`src/rtl/alu_packet_engine.sv`:
```
// Packet-parsing compute stage: echoes payload or returns a 32-bit sum/product of
// little-endian operand words, streamed back one byte at a time.
module alu_packet_engine #(
  parameter logic [7:0] opcode_echo_p = 8'hEC,
  parameter logic [7:0] opcode_add_p  = 8'hA0,
  parameter logic [7:0] opcode_mul_p  = 8'hB1
) (
  input  logic       clk_i,
  input  logic       reset_n_i,
  input  logic [7:0] s_axis_tdata,
  input  logic       s_axis_tvalid,
  output logic       s_axis_tready,
  output logic [7:0] m_axis_tdata,
  output logic       m_axis_tvalid,
  input  logic       m_axis_tready,
  output logic       err_o
);

  typedef enum logic [2:0] {StHdr, StEcho, StOper, StResult, StDrain} state_e;

  state_e      state_q;
  logic [1:0]  hdr_cnt_q;
  logic [7:0]  opcode_q;
  logic [7:0]  len_lo_q;
  logic [15:0] rem_q;
  logic [1:0]  byte_idx_q;
  logic [23:0] word_q;
  logic        first_q;
  logic [31:0] acc_q;
  logic [2:0]  res_cnt_q;
  logic [7:0]  m_data_q;
  logic        m_valid_q;
  logic        err_q;

  logic        out_loadable;
  logic        s_fire;
  logic [15:0] hdr_len;
  logic        is_echo;
  logic        is_arith;
  logic        len_ok;
  logic [31:0] word;
  logic [31:0] sum;
  logic [31:0] prod;
  logic [31:0] acc_new;
  logic [7:0]  res_byte;

  assign out_loadable = !m_valid_q || m_axis_tready;
  assign s_fire       = s_axis_tvalid && s_axis_tready;
  assign hdr_len      = {s_axis_tdata, len_lo_q};
  assign is_echo      = (opcode_q == opcode_echo_p);
  assign is_arith     = (opcode_q == opcode_add_p) || (opcode_q == opcode_mul_p);
  // Payload must hold at least one whole word and only whole words.
  assign len_ok       = (hdr_len >= 16'd8) && (hdr_len[1:0] == 2'b00);
  assign word         = {s_axis_tdata, word_q};
  assign sum          = acc_q + word;
  assign prod         = acc_q * word;

  always_comb begin
    acc_new = word;
    if (!first_q) begin
      acc_new = (opcode_q == opcode_add_p) ? sum : prod;
    end
  end

  always_comb begin
    res_byte = acc_q[7:0];
    unique case (res_cnt_q[1:0])
      2'd0: res_byte = acc_q[7:0];
      2'd1: res_byte = acc_q[15:8];
      2'd2: res_byte = acc_q[23:16];
      2'd3: res_byte = acc_q[31:24];
      default: res_byte = acc_q[7:0];
    endcase
  end

  always_comb begin
    s_axis_tready = 1'b0;
    if (reset_n_i) begin
      unique case (state_q)
        StHdr:    s_axis_tready = 1'b1;
        StEcho:   s_axis_tready = out_loadable;
        StOper:   s_axis_tready = 1'b1;
        StResult: s_axis_tready = 1'b0;
        StDrain:  s_axis_tready = 1'b1;
        default:  s_axis_tready = 1'b0;
      endcase
    end
  end

  always_ff @(posedge clk_i) begin
    if (!reset_n_i) begin
      state_q    <= StHdr;
      hdr_cnt_q  <= 2'd0;
      opcode_q   <= 8'd0;
      len_lo_q   <= 8'd0;
      rem_q      <= 16'd0;
      byte_idx_q <= 2'd0;
      word_q     <= 24'd0;
      first_q    <= 1'b1;
      acc_q      <= 32'd0;
      res_cnt_q  <= 3'd0;
      m_data_q   <= 8'd0;
      m_valid_q  <= 1'b0;
      err_q      <= 1'b0;
    end else begin
      err_q <= 1'b0;
      if (m_valid_q && m_axis_tready) begin
        m_valid_q <= 1'b0;
      end

      unique case (state_q)
        StHdr: begin
          if (s_fire) begin
            hdr_cnt_q <= hdr_cnt_q + 2'd1;
            unique case (hdr_cnt_q)
              2'd0: opcode_q <= s_axis_tdata;
              2'd1: ;
              2'd2: len_lo_q <= s_axis_tdata;
              2'd3: begin
                rem_q      <= hdr_len - 16'd4;
                byte_idx_q <= 2'd0;
                first_q    <= 1'b1;
                if (is_echo) begin
                  state_q <= (hdr_len > 16'd4) ? StEcho : StHdr;
                end else if (is_arith && len_ok) begin
                  state_q <= StOper;
                end else begin
                  err_q   <= 1'b1;
                  state_q <= (hdr_len > 16'd4) ? StDrain : StHdr;
                end
              end
              default: ;
            endcase
          end
        end

        StEcho: begin
          if (s_fire) begin
            m_data_q  <= s_axis_tdata;
            m_valid_q <= 1'b1;
            rem_q     <= rem_q - 16'd1;
            if (rem_q == 16'd1) begin
              state_q <= StHdr;
            end
          end
        end

        StOper: begin
          if (s_fire) begin
            byte_idx_q <= byte_idx_q + 2'd1;
            word_q     <= {s_axis_tdata, word_q[23:8]};
            rem_q      <= rem_q - 16'd1;
            if (byte_idx_q == 2'd3) begin
              acc_q   <= acc_new;
              first_q <= 1'b0;
              if (rem_q == 16'd1) begin
                state_q <= StResult;
                // Emit the low byte right away unless a previous byte is still stalled.
                if (out_loadable) begin
                  m_data_q  <= acc_new[7:0];
                  m_valid_q <= 1'b1;
                  res_cnt_q <= 3'd1;
                end else begin
                  res_cnt_q <= 3'd0;
                end
              end
            end
          end
        end

        StResult: begin
          if (out_loadable) begin
            if (res_cnt_q < 3'd4) begin
              m_data_q  <= res_byte;
              m_valid_q <= 1'b1;
              res_cnt_q <= res_cnt_q + 3'd1;
            end else begin
              state_q <= StHdr;
            end
          end
        end

        StDrain: begin
          if (s_fire) begin
            rem_q <= rem_q - 16'd1;
            if (rem_q == 16'd1) begin
              state_q <= StHdr;
            end
          end
        end

        default: state_q <= StHdr;
      endcase
    end
  end

  assign m_axis_tdata  = m_data_q;
  assign m_axis_tvalid = m_valid_q;
  assign err_o         = err_q;

endmodule

```
`config.mk`:
```
export PLATFORM = sky130hd
export DESIGN_NAME = alu_packet_engine
export DESIGN_NICKNAME = d
export VERILOG_FILES = /design/src/rtl/alu_packet_engine.sv
export SDC_FILE = /design/constraint.sdc
export NUM_CORES = 2
export LEC_CHECK = 0
export CORE_UTILIZATION = 45
export DETAILED_ROUTE_END_ITERATION = 16
export MAX_ROUTING_LAYER = met4
export PLACE_DENSITY = 0.56
export RECOVER_POWER = 50
export SETUP_SLACK_MARGIN = 0.1
export SLEW_MARGIN = 25
export SYNTH_ARGS = -nofsm -noshare
export SYNTH_HDL_FRONTEND = slang
export SYNTH_SLANG_ARGS = --single-unit
```
`constraint.sdc`:
```
create_clock -name clk_i -period 14.2 [get_ports clk_i]
set_input_delay 3.55 -clock clk_i [delete_from_list [all_inputs] [get_ports clk_i]]
set_output_delay 3.55 -clock clk_i [all_outputs]
set_load 0.005 [all_outputs]
```
==> metrics.md <==
| Metric | Value |
|---|---|
| Initial Util | `45.6%` |
| Mean Syn Cell Area | `8.41 um2` |
| Top-Level Pins | `23` |
| CTS tree | `done` |
| WP data arrival | `10.17 ns` |
| Most common cell after layout, fill and taps aside | `fa_1` |
| Hold Path Sink | `word_q[20]` |
| Top_reg_cell synth | `dfxtp_1` |
| Die area | `51700 um2` |
| Logic pwr share | `6.9%` |
| Detail Placement HPWL | `56.9 mm` |
| Synth Area in Simple Gates | `20.4%` |
| Grt ovf | `0` |
| Maximum clock path buffer count | `2` |
| Failing checks | `capacitance limit, slew limit` |
| Maximum vdd ir drop | `43.0 uV` |
| Via count | `18798` |
| Slew at the pin with the worst max-slew slack | `2.05 ns` |
| Detailed Route Iter0 Violations | `1487` |
| PD cells | `24.9 nW/um2` |
| CTS Buf Count | `9` |
| Adder-cell share of the synthesized area | `45.0%` |
| Placed cell area | `23800 um2` |
| Hold path depth | `2` |
| DR WL/cell | `22.9 um` |
| GRT Util Overall | `31.9%` |
| Overall Power | `600 uW` |
| First-pass GRT wire length | `119 mm` |
| Die Ht | `227 um` |
| Most frequent cells in the layout | `fa_1, inv_1, nand2_1` |
| Max-Slew Margin vs Limit | `-36.7%` |
| CTS root buf | `clkbuf_16` |
| Final Hold Vio Count | `0` |
| Setup ws final | `4.25 ns` |
| RSZ-0062 raised after global routing | `no` |
| Int Power | `441 uW` |
| NetSw | `159 uW` |
| CTS Sinks | `109` |
| Final Non-Filler Cells | `3329` |
| Crit start category | `primary input` |
| Clock skew | `0.0109 ns` |
| Layout cells sized above 1 | `3.65%` |
| Seq cells post-synth | `109` |
| Critical path endpoint category | `register` |
| Share of the yosys chip area belonging to registers | `9.55%` |
| Number of flops mapped to enable cells by yosys | `0` |
| Via density per instance | `5.65` |
| H-tree depth | `3` |
| Port bufs | `22` |
| Sw frac | `26.5%` |
| Flop-to-flop setup slack | `5.82 ns` |
| Crit Reg-Reg Startpoint | `word_q[7]` |
| Seq pwr share | `51.4%` |
| Async set-reset flop share out of synthesis | `0%` |
| Total wire length | `76.2 mm` |
| Largest net degree at the start of global routing | `89` |
| Yosys warns | `0` |
| Cell count after synthesis | `2717` |
| Max-cap violations | `3` |
| Clock network power share | `41.6%` |
| Worst hold path class | `register to register` |
| DRC Markers | `0` |
| Design area | `24100 um2` |
| Dpl ws | `3.92 ns` |
| Placed cells | `3311` |
| Main combinational cell family by area after synthesis | `adder cells` |
| R2r worst-path depth | `22` |
| Number of gates resized after CTS | `0` |
| Status | `complete, but fails checks` |
| CP max stage delay | `1.00 ns` |
| Compound-Gate Fraction of Synth Area | `10.9%` |
| Row count | `82` |
| Die outline width | `227 um` |
| Initial antenna violation count | `0` |
| Syn_nets | `3305` |
| Core area | `50200 um2` |
| Nets | `3239` |
| Period utilisation layout | `70.1%` |
| Setup violators final | `0` |
| Hold WS | `0.464 ns` |
| Antenna Nets Post-Route | `0` |
| Finished Core Util | `48.0%` |
| Number of global-route vias before repair | `19539` |
| XOR/XNOR share of the synthesized area | `4.58%` |
| Final Slew Violations | `96` |
| Router iterations before antenna repair | `6` |
| Yosys cell types | `70` |
| Post CTS Setup Buffer Count | `0` |
| Area delta synth->final | `5.31%` |
| Post-Syn Area | `22900 um2` |
| Critical path class | `primary input to register` |
| Required @ worst endpoint | `14.42 ns` |
| GP Congestion | `0.948` |
| Cell Chain, Critical Path | `clkdlybuf4s50_1 -> nand2_1 -> fa_1 -> fa_1 -> fa_1 -> inv_1 -> fa_1 -> inv_1 -> fa_1 -> fa_1 -> fa_1 -> fa_1 -> xnor2_1 -> xnor2_1 -> xnor2_1 -> xnor2_1 -> xnor2_1 -> xnor3_1 -> xnor2_1 -> o21ai_0 -> a21oi_1` |
| Lkg Pwr | `11.1 nW` |
| Crit-path max FO | `14` |
| Cts hold-fix bufs | `0` |
| Worst Min Path Start | `word_q[20]` |
| Minimum clock period | `9.95 ns` |
| CP most frequent cell | `fa_1` |
| CTS clock-pin slew for the worst setup and hold paths | `0.08 ns` |
| Multiplexer share of the synthesized area | `0.306%` |
| Setup TNS | `0 ns` |
| RR Endpoint | `acc_q[29]` |
| Fmax | `101 MHz` |
| Slowest-stage cell, CP | `clkdlybuf4s50_1` |
| Filler cells | `4900` |
| Worst skew pair latency | `0.37 ns` |
-- layer usage --
metal  share of wire, %  up-vias  track usage, %
met2                 47      742            51.5
li1                   -     8429               -
met4                3.0        0            9.20
met1                 44     9498            42.1
met5                  0        -               -
met3                6.2      129            3.69
-- layout make-up --
type	count	area [um2]	share of cell area, %
Inverter	401	1510	6.25
Tap cell	672	841	3.49
Antenna cell	1	2.50	0.0104
Sequential cell	109	2190	9.10
Clock inverter	5	36.3	0.151
Clock buffer	11	233	0.967
Multi-Input combinational cell	2042	18500	77.0
Timing Repair Buffer	88	721	2.99
-- power groups by stage --
stage	logic (mW)	clock network (mW)	registers (mW)
final	0.0416	0.250	0.309
after global routing	0.0444	0.265	0.309
after CTS	0.0402	0.254	0.309
after detailed placement	0.0401	0	0.316
after global placement	0.0393	0	0.316
after floorplan	0.0240	0	0.316
-- flip-flops by register name, indices dropped and copies added (netlist names), 2 cells and up --
register,cells
acc_q,32
word_q,24
rem_q,16
len_lo_q,8
m_axis_tdata,8
opcode_q,8
res_cnt_q,3
state_q,3
byte_idx_q,2
hdr_cnt_q,2
-- logic make-up (layout without fill, tap and decap cells) --
group / Yosys count / in the layout
other: 0 / 1
buffers and inverters: 566 / 505
adders and majority gates: 576 / 576
AOI/OAI and AO/OA: 397 / 397
xor gates and xnor gates: 118 / 118
and+or+nand+nor: 944 / 944
muxes: 7 / 7
DFF: 109 / 109
-- synth_stat cells (11+ instances only) --
cell,n,area [um2]
dfxtp_1,109,2180
ha_1,167,2090
xnor2_1,87,762
xor2_1,30,263
nand2_1,379,1420
a222oi_1,11,110
clkbuf_1,151,567
nand3_1,52,260
a21oi_1,135,676
nand2b_1,15,93.8
o21ai_0,92,460
a211oi_1,30,225
nor3_1,34,170
inv_1,400,1500
a21o_1,23,173
and2_1,299,1870
o211ai_1,19,143
nor2_1,97,364
fa_1,409,8190
-- how the worst max path moves through the flow --
stage / slack [ns] / start / endpoint / cells after the start
finish: 4.25 / s_axis_tdata[2] / acc_q[31] / 21
CTS: 4.27 / s_axis_tdata[2] / acc_q[31] / 21
global placement: 4.09 / s_axis_tdata[2] / acc_q[31] / 21
global route: 3.96 / s_axis_tdata[2] / acc_q[31] / 21
floorplan: 4.75 / s_axis_tdata[0] / acc_q[31] / 22
detailed placement: 3.92 / s_axis_tdata[2] / acc_q[31] / 21
-- worst max-delay path: cells and delay by family --
family | cells | cell delay, ns
adder cells (fa/ha/maj) | 8 | 3.72
AO/OA/AOI/OAI | 2 | 0.23
buffers and inverters | 3 | 1.11
XOR/XNOR | 7 | 1.37
AND/OR/NAND/NOR | 1 | 0.18
Power figures use the tool's default switching activity.
